## src/rtl/uart_tx_serializer.sv

```systemverilog
// UART frame serializer: start bit, DATA_WIDTH data bits LSB first, optional parity, STOP_BITS stop bits; macro UART_TX_HOLD_EN adds a one-word hold register.
// Latency: the start bit begins at the first baud_tick after accept; tx_out follows the state by one clock.
// Backpressure: ready is low while a word is pending (or the hold register is full); data_valid without ready is ignored.
module uart_tx_serializer #(
   parameter int DATA_WIDTH = 8,
   parameter int STOP_BITS  = 1
) (
   input  logic                  CLK,
   input  logic                  RST,
   input  logic                  baud_tick,
   input  logic [DATA_WIDTH-1:0] p_data,
   input  logic                  data_valid,
   input  logic                  par_en,
   input  logic                  par_typ,
   output logic                  ready,
   output logic                  busy,
   output logic                  tx_out
);
   localparam int CNT_W = $clog2(DATA_WIDTH);

   typedef enum logic [2:0] {IDLE, START, DATA, PARITY, STOP} state_t;

   state_t                state;
   state_t                state_nxt;
   logic [CNT_W-1:0]      bit_cnt;
   logic                  stop_cnt;
   logic [DATA_WIDTH-1:0] shift_dat;
   logic                  frame_par_en;
   logic                  frame_par_bit;
   logic                  pending;
   logic                  accept;
   logic                  load;
   logic                  data_last;
   logic                  stop_last;
   logic                  tx_nxt;

`ifdef UART_TX_HOLD_EN
   logic                  hold_vld;
   logic                  hold_par_en;
   logic                  hold_par_typ;
   logic [DATA_WIDTH-1:0] hold_dat;
`endif

   assign accept    = data_valid & ready;
   assign load      = (state != START) && (state_nxt == START);
   assign data_last = (bit_cnt == CNT_W'(DATA_WIDTH - 1));
   assign stop_last = (stop_cnt == 1'(STOP_BITS - 1));

   always_ff @(posedge CLK) begin
      if (RST) begin
         state    <= IDLE;
         bit_cnt  <= '0;
         stop_cnt <= 1'b0;
         tx_out   <= 1'b1;
      end else begin
         state  <= state_nxt;
         tx_out <= tx_nxt;
         if (baud_tick && state == DATA)
            bit_cnt <= data_last ? '0 : bit_cnt + 1'b1;
         if (baud_tick && state == STOP)
            stop_cnt <= stop_last ? 1'b0 : 1'b1;
      end
   end

   // Without the hold register nothing can become pending during STOP, so the
   // STOP -> START path is only ever taken in the hold build.
   always_comb begin
      state_nxt = state;
      if (baud_tick) begin
         case (state)
            IDLE:    if (pending) state_nxt = START;
            START:   state_nxt = DATA;
            DATA:    if (data_last) state_nxt = frame_par_en ? PARITY : STOP;
            PARITY:  state_nxt = STOP;
            STOP:    if (stop_last) state_nxt = pending ? START : IDLE;
            default: state_nxt = IDLE;
         endcase
      end
   end

   always_comb begin
      tx_nxt = 1'b1;
      case (state)
         START:   tx_nxt = 1'b0;
         DATA:    tx_nxt = shift_dat[bit_cnt];
         PARITY:  tx_nxt = frame_par_bit;
         default: tx_nxt = 1'b1;
      endcase
      busy = (state != IDLE) || pending;
`ifdef UART_TX_HOLD_EN
      ready = !hold_vld;
`else
      ready = (state == IDLE) && !pending;
`endif
   end

`ifdef UART_TX_HOLD_EN
   assign pending = hold_vld;

   always_ff @(posedge CLK) begin
      if (RST) begin
         hold_vld      <= 1'b0;
         hold_dat      <= '0;
         hold_par_en   <= 1'b0;
         hold_par_typ  <= 1'b0;
         shift_dat     <= '0;
         frame_par_en  <= 1'b0;
         frame_par_bit <= 1'b0;
      end else begin
         if (load) begin
            shift_dat     <= hold_dat;
            frame_par_en  <= hold_par_en;
            frame_par_bit <= (^hold_dat) ^ hold_par_typ;
         end
         // A refill in the transfer cycle wins over the clear.
         if (accept) begin
            hold_vld     <= 1'b1;
            hold_dat     <= p_data;
            hold_par_en  <= par_en;
            hold_par_typ <= par_typ;
         end else if (load) begin
            hold_vld <= 1'b0;
         end
      end
   end
`else
   always_ff @(posedge CLK) begin
      if (RST) begin
         pending       <= 1'b0;
         shift_dat     <= '0;
         frame_par_en  <= 1'b0;
         frame_par_bit <= 1'b0;
      end else if (accept) begin
         pending       <= 1'b1;
         shift_dat     <= p_data;
         frame_par_en  <= par_en;
         frame_par_bit <= (^p_data) ^ par_typ;
      end else if (load) begin
         pending <= 1'b0;
      end
   end
`endif

endmodule

```

## config.mk

```make
export PLATFORM = sky130hd
export DESIGN_NAME = uart_tx_serializer
export DESIGN_NICKNAME = d
export VERILOG_FILES = /design/src/rtl/uart_tx_serializer.sv
export SDC_FILE = /design/constraint.sdc
export NUM_CORES = 1
export LEC_CHECK = 0
export BUFFER_PORTS_ARGS = -buffer_cell sky130_fd_sc_hd__buf_2
export CAP_MARGIN = 20
export CELL_PAD_IN_SITES_DETAIL_PLACEMENT = 2
export CELL_PAD_IN_SITES_GLOBAL_PLACEMENT = 2
export CORE_ASPECT_RATIO = 0.6
export CORE_MARGIN = 5
export CORE_UTILIZATION = 31
export DETAILED_ROUTE_END_ITERATION = 16
export PLACE_DENSITY = 0.81
export SLEW_MARGIN = 20
export SYNTH_ARGS = -nofsm -noshare
export SYNTH_HDL_FRONTEND = slang
export SYNTH_SLANG_ARGS = --single-unit
```

## constraint.sdc

```tcl
create_clock -name CLK -period 1.9 [get_ports CLK]
set_input_delay 0.095 -clock CLK [delete_from_list [all_inputs] [get_ports CLK]]
set_output_delay 0.095 -clock CLK [all_outputs]
set_load 0.03 [all_outputs]
```

==> impl_metrics.ini, run 1 <==
[status]
status = finished clean

[synth]
yosysWarningCount = 0
netlist_area_um2 = 900
synth_edf_count = 0
syn_avg_cell_area_um2 = 8.82
synth_top_area_share_pct = 40.1
syn-instance-count = 102
seq_area_frac_synth_pct = 40.1
ys_types = 32
netlist_top_cells_area = dfxtp_1, a21oi_1, nand3_1
syn_nets = 118
ys_ff_latch = 18
async_reset_ff_share_pct = 0
ys.flop_type = dfxtp_1
synth_top_area_cell = dfxtp_1

[clock_network]
insertion_delay_ps = 250
htree_levels = 1
tritoncts = done
root_buffer = clkbuf_8
clock_tree.buffer_depth = 2
post_cts.repair.setup_buffers = 0
numCtsBuffers = 3
cts.sinks = 18
clkTransAtPathRegs_ps = 70
cts_resized = 0
cts_hold_buf = 0

[routing]
firstDrtPassIters = 4
post-route-drc-count = 0
drt-total-wl_mm = 2.43
wl_per_cell_um = 15.0
vias_per_cell = 4.83
drt_iter0_drc = 17
ant_nets = 0
dr_total_vias = 782

[critical_path]
critical_path_class = reg -> reg
timing.rr.end = tx_out
arrival_ps = 1860
r2r_start = bit_cnt[0]
critPathLaunch = bit_cnt[0]
crit_path_end_kind = flip-flop
r2r_cells = 4
critPathRequiredTime_ps = 2030
worst_path_max_delay_cell = mux4_2
reg2reg_slack_ps = 170
critical_path.cell_chain = mux4_2 > mux2i_1 > a21oi_1 > or4_1
crit_path_max_fanout = 5
cpLargestDelayFamily = multiplexers
crit_buf_inv = 0
max_stage_delay_ps = 500
critPathLaunchType = flip-flop

[die]
die_w_um = 79.5
start_util_pct = 31.7
pin_count = 17
die_h_um = 51.7
core_area_mm2 = 0.00283
rows = 15
die_area_mm2 = 0.00411

[placement]
routabilityCongestion = 0.729
dpl_worst_slack_ps = 74.7
place_area_mm2 = 0.00103
portBuffers = 16
dp.final_hpwl_mm = 1.92

[global_routing]
grt_pass1_wl_mm = 4.12
antenna_found_initial = 0
track_usage_pct = 13.2
grt_max_degree = 20
grt_pass1_vias = 865
overflow = 0

[timing]
worstMarginPinSlew_ps = 368
setup_ws_ps = 171
slew_violations = 0
setup_tns_ps = 0
fmax_mhz = 578
min_period_over_period_pct = 91.0
clock_skew_ps = 3.59
setup_viol = 0
hold_viol_final = 0
rsz0062_at_grt = false
relSlewSlack_pct = 75.5
period_needed_ps = 1730

[layout]
layout_common_cells = dfxtp_1, a21oi_1, buf_2
nets = 137
drive_above_1_share_pct = 27.5
layout_commonest_cell = dfxtp_1
final_area_mm2 = 0.00109
n_antenna_cell = 0
syn2layout_area_growth_pct = 21.3

[power_and_ir_drop]
power.density_mw_per_mm2 = 818
p_total_uw = 892
leakage_uw = 0.000442
vdd_drop_max_mv = 0.351

[hold_path]
whs_endpoint = frame_par_en
worstHoldPathCells = 3
hold_path.class = in -> reg
hold_start = par_en

[run]
drv_cap = 0
## cells in the mapped netlist, drive strengths merged (2+ instances only)
cell,count
buf,2
o31ai,2
a21oi,16
inv,3
o21ai,3
mux4,2
ha,2
nor2,5
nand3,10
nand2,14
xnor2,3
xor2,2
clkbuf,5
dfxtp,18
or4,2
## metrics by stage
| stage | utilization [%] | instances | hold slack, ps |
|---|---|---|---|
| final | 38.5 | 162 | 101 |
| after global routing | 38.5 | 162 | 105 |
| after CTS | 38.5 | 162 | 100 |
| after detailed placement | 36.5 | 158 | 370 |
| after global placement | 36.5 | 158 | 352 |
| after floorplan | - | 102 | 242 |
## flip-flops by register name, indices dropped and copies added, names as in the netlist
signal	flops
bit_cnt	3
frame_par_bit	1
frame_par_en	1
pending	1
shift_dat	8
state	3
tx_out	1
## power by group
part	leakage [uW]	switching, uW	internal, uW	total [uW]
registers	0.000148	13.5	400	413
logic	0.000266	93.5	73.5	167
clock network	0.0000288	128	184	312
## worst max path at each step
stage,endpoint,depth (start not counted)
floorplan,frame_par_bit,6
global placement,tx_out,4
detailed placement,tx_out,4
CTS,tx_out,4
global route,tx_out,4
finish,tx_out,4
## cell type report
cell class | instances | area (um2)
multi-input combinational | 74 | 493
inverter | 3 | 11.3
timing repair buffer | 21 | 118
tap | 42 | 52.6
sequential | 18 | 362
fill | 324 | 1740
clock buffer | 4 | 55.1
## worst reg2reg max path, cell delays in order (launching register included)
cell and delay (ps):
dfxtp_2 390, mux4_2 500, mux2i_1 180, a21oi_1 80, or4_1 460
## routing by layer
metal,share of wire [%],vias up,GRT usage [%],wire length [um]
met1,51,376,16.4,1240
met2,46,6,22.2,1110
met5,0,-,0,0
met4,0.58,0,3.43,14
met3,2.4,2,4.33,58
li1,-,398,-,-
## cells by family after synthesis
group / after synthesis / share of synthesized area [%]
AOI/OAI and AO/OA: 24 / 15.6
buffers and inverters: 10 / 5.15
muxes: 3 / 6.12
adders and majority gates: 2 / 2.78
and+or+nand+nor: 39 / 23.0
xor gates and xnor gates: 6 / 7.37
DFF: 18 / 40.1
(Power assumes the default switching activity.)
==> run 2: changes to the inputs <==
--- a/config.mk
+++ b/config.mk
@@ -11,9 +11,9 @@
 export CELL_PAD_IN_SITES_GLOBAL_PLACEMENT = 2
 export CORE_ASPECT_RATIO = 0.6
 export CORE_MARGIN = 5
-export CORE_UTILIZATION = 31
+export CORE_UTILIZATION = 30
 export DETAILED_ROUTE_END_ITERATION = 16
-export PLACE_DENSITY = 0.81
+export PLACE_DENSITY = 0.79
 export SLEW_MARGIN = 20
 export SYNTH_ARGS = -nofsm -noshare
 export SYNTH_HDL_FRONTEND = slang
==> impl_metrics.ini, run 2 (synthesis gave the netlist of run 1 again) <==
[die]
die_w_um = 80.7
start_util_pct = 31.3
rows = 15
pin_count = 17
core_area_mm2 = 0.00287
die_h_um = 52.4
die_area_mm2 = 0.00423

[layout]
regArea_um2 = 362
multi_input_area_um2 = 493
drive_above_1_share_pct = 26.9
largest_reg_flops = 8
fillers = 332
top_register = shift_dat
n_antenna_cell = 0
layout_commonest_cell = dfxtp_1
post-route-util_pct = 37.7
syn2layout_area_growth_pct = 20.4
layout_common_cells = dfxtp_1, a21oi_1, buf_2
nets = 136
finalNonFillerCells = 161
largestRegisters = shift_dat: 8 flops, bit_cnt: 3 flops, state: 3 flops

[routing]
wl_per_cell_um = 15.1
post-route-drc-count = 0
ant_nets = 0
drt_iter0_drc = 34
vias_per_cell = 5.06
dr_total_vias = 814
firstDrtPassIters = 3
drt-total-wl_mm = 2.43

[clock_network]
tritoncts = done
htree_levels = 1
cts_hold_buf = 0
numCtsBuffers = 3
clock_tree.buffer_depth = 2
insertion_delay_ps = 260
root_buffer = clkbuf_8
cts_resized = 0
post_cts.repair.setup_buffers = 0
clkTransAtPathRegs_ps = 70
cts.sinks = 18

[critical_path]
critical_path_class = reg -> reg
critPathLaunchType = flip-flop
arrival_ps = 1870
max_stage_delay_ps = 510
cpLargestDelayFamily = multiplexers
reg2reg_slack_ps = 160
critical_path.cell_chain = mux4_2 > mux2i_1 > a21oi_1 > or4_1
critPathRequiredTime_ps = 2040
crit_path_end_kind = flip-flop
crit_path_max_fanout = 5
worst_path_max_delay_cell = mux4_2
crit_buf_inv = 0

[hold_path]
hold_path.class = in -> reg

[timing]
slew_violations = 0
period_needed_ps = 1740
relSlewSlack_pct = 76.4
min_period_over_period_pct = 91.4
clock_skew_ps = 4.29
setup_tns_ps = 0
hold_viol_final = 0
setup_viol = 0
worstMarginPinSlew_ps = 354
fmax_mhz = 576
rsz0062_at_grt = false

[placement]
dp.final_hpwl_mm = 1.86
portBuffers = 16
routabilityCongestion = 0.716
place_inst = 157

[global_routing]
grt_pass1_wl_mm = 4.21
antenna_found_initial = 0
overflow = 0
grt_pass1_vias = 894
grt_max_degree = 20
track_usage_pct = 13.4

[power_and_ir_drop]
p_total_uw = 899
vdd_drop_max_mv = 0.386
power.density_mw_per_mm2 = 830
leakage_uw = 0.000436

[run]
drv_cap = 0

[status]
status = finished clean
-- run 2: changes by cell type in the layout (fill, tap and decap cells not counted) --
cell   before  now
buf_4       5    4
-- run 2: worst paths after layout --
kind,start,end,cells after the start
max reg2reg,bit_cnt[0],tx_out,4
min reg2reg,shift_dat[2],shift_dat[2],2
min,par_en,frame_par_en,3
max,bit_cnt[0],tx_out,4
-- run 2: through the flow --
stage	setup slack, ps	hold WS [ps]	cell area, um2
finish	162	82.2	1080
global route	75.1	88.9	1080
CTS	65.2	84.1	1080
detailed placement	91.4	360	1030
global placement	139	352	1030
floorplan	139	242	900
-- run 2: final cells by class --
type | count | share of cell area (%)
Inverter | 3 | 1.04
Clock buffer | 4 | 5.08
Tap cell | 42 | 4.85
Timing Repair Buffer | 20 | 10.2
Sequential cell | 18 | 33.4
Multi-Input combinational cell | 74 | 45.5
-- run 2: report_power, final --
part | internal (uW) | total [uW] | switching, uW
Clock | 184 | 318 | 133
Sequential | 400 | 413 | 12.9
Combinational | 73.5 | 169 | 95.0
Total | 657 | 899 | 241
-- run 2: tightest hold or removal path: stages --
cell     delay, ps
buf_2          100
nand3_1         50
a21oi_1         50
-- run 2: layer usage --
layer | track usage, % | wire length, um | vias up
li1 | - | - | 397
met5 | 0 | 0 | -
met2 | 22.9 | 1150 | 11
met1 | 16.6 | 1180 | 403
met3 | 4.81 | 96 | 3
met4 | 1.69 | 8 | 0
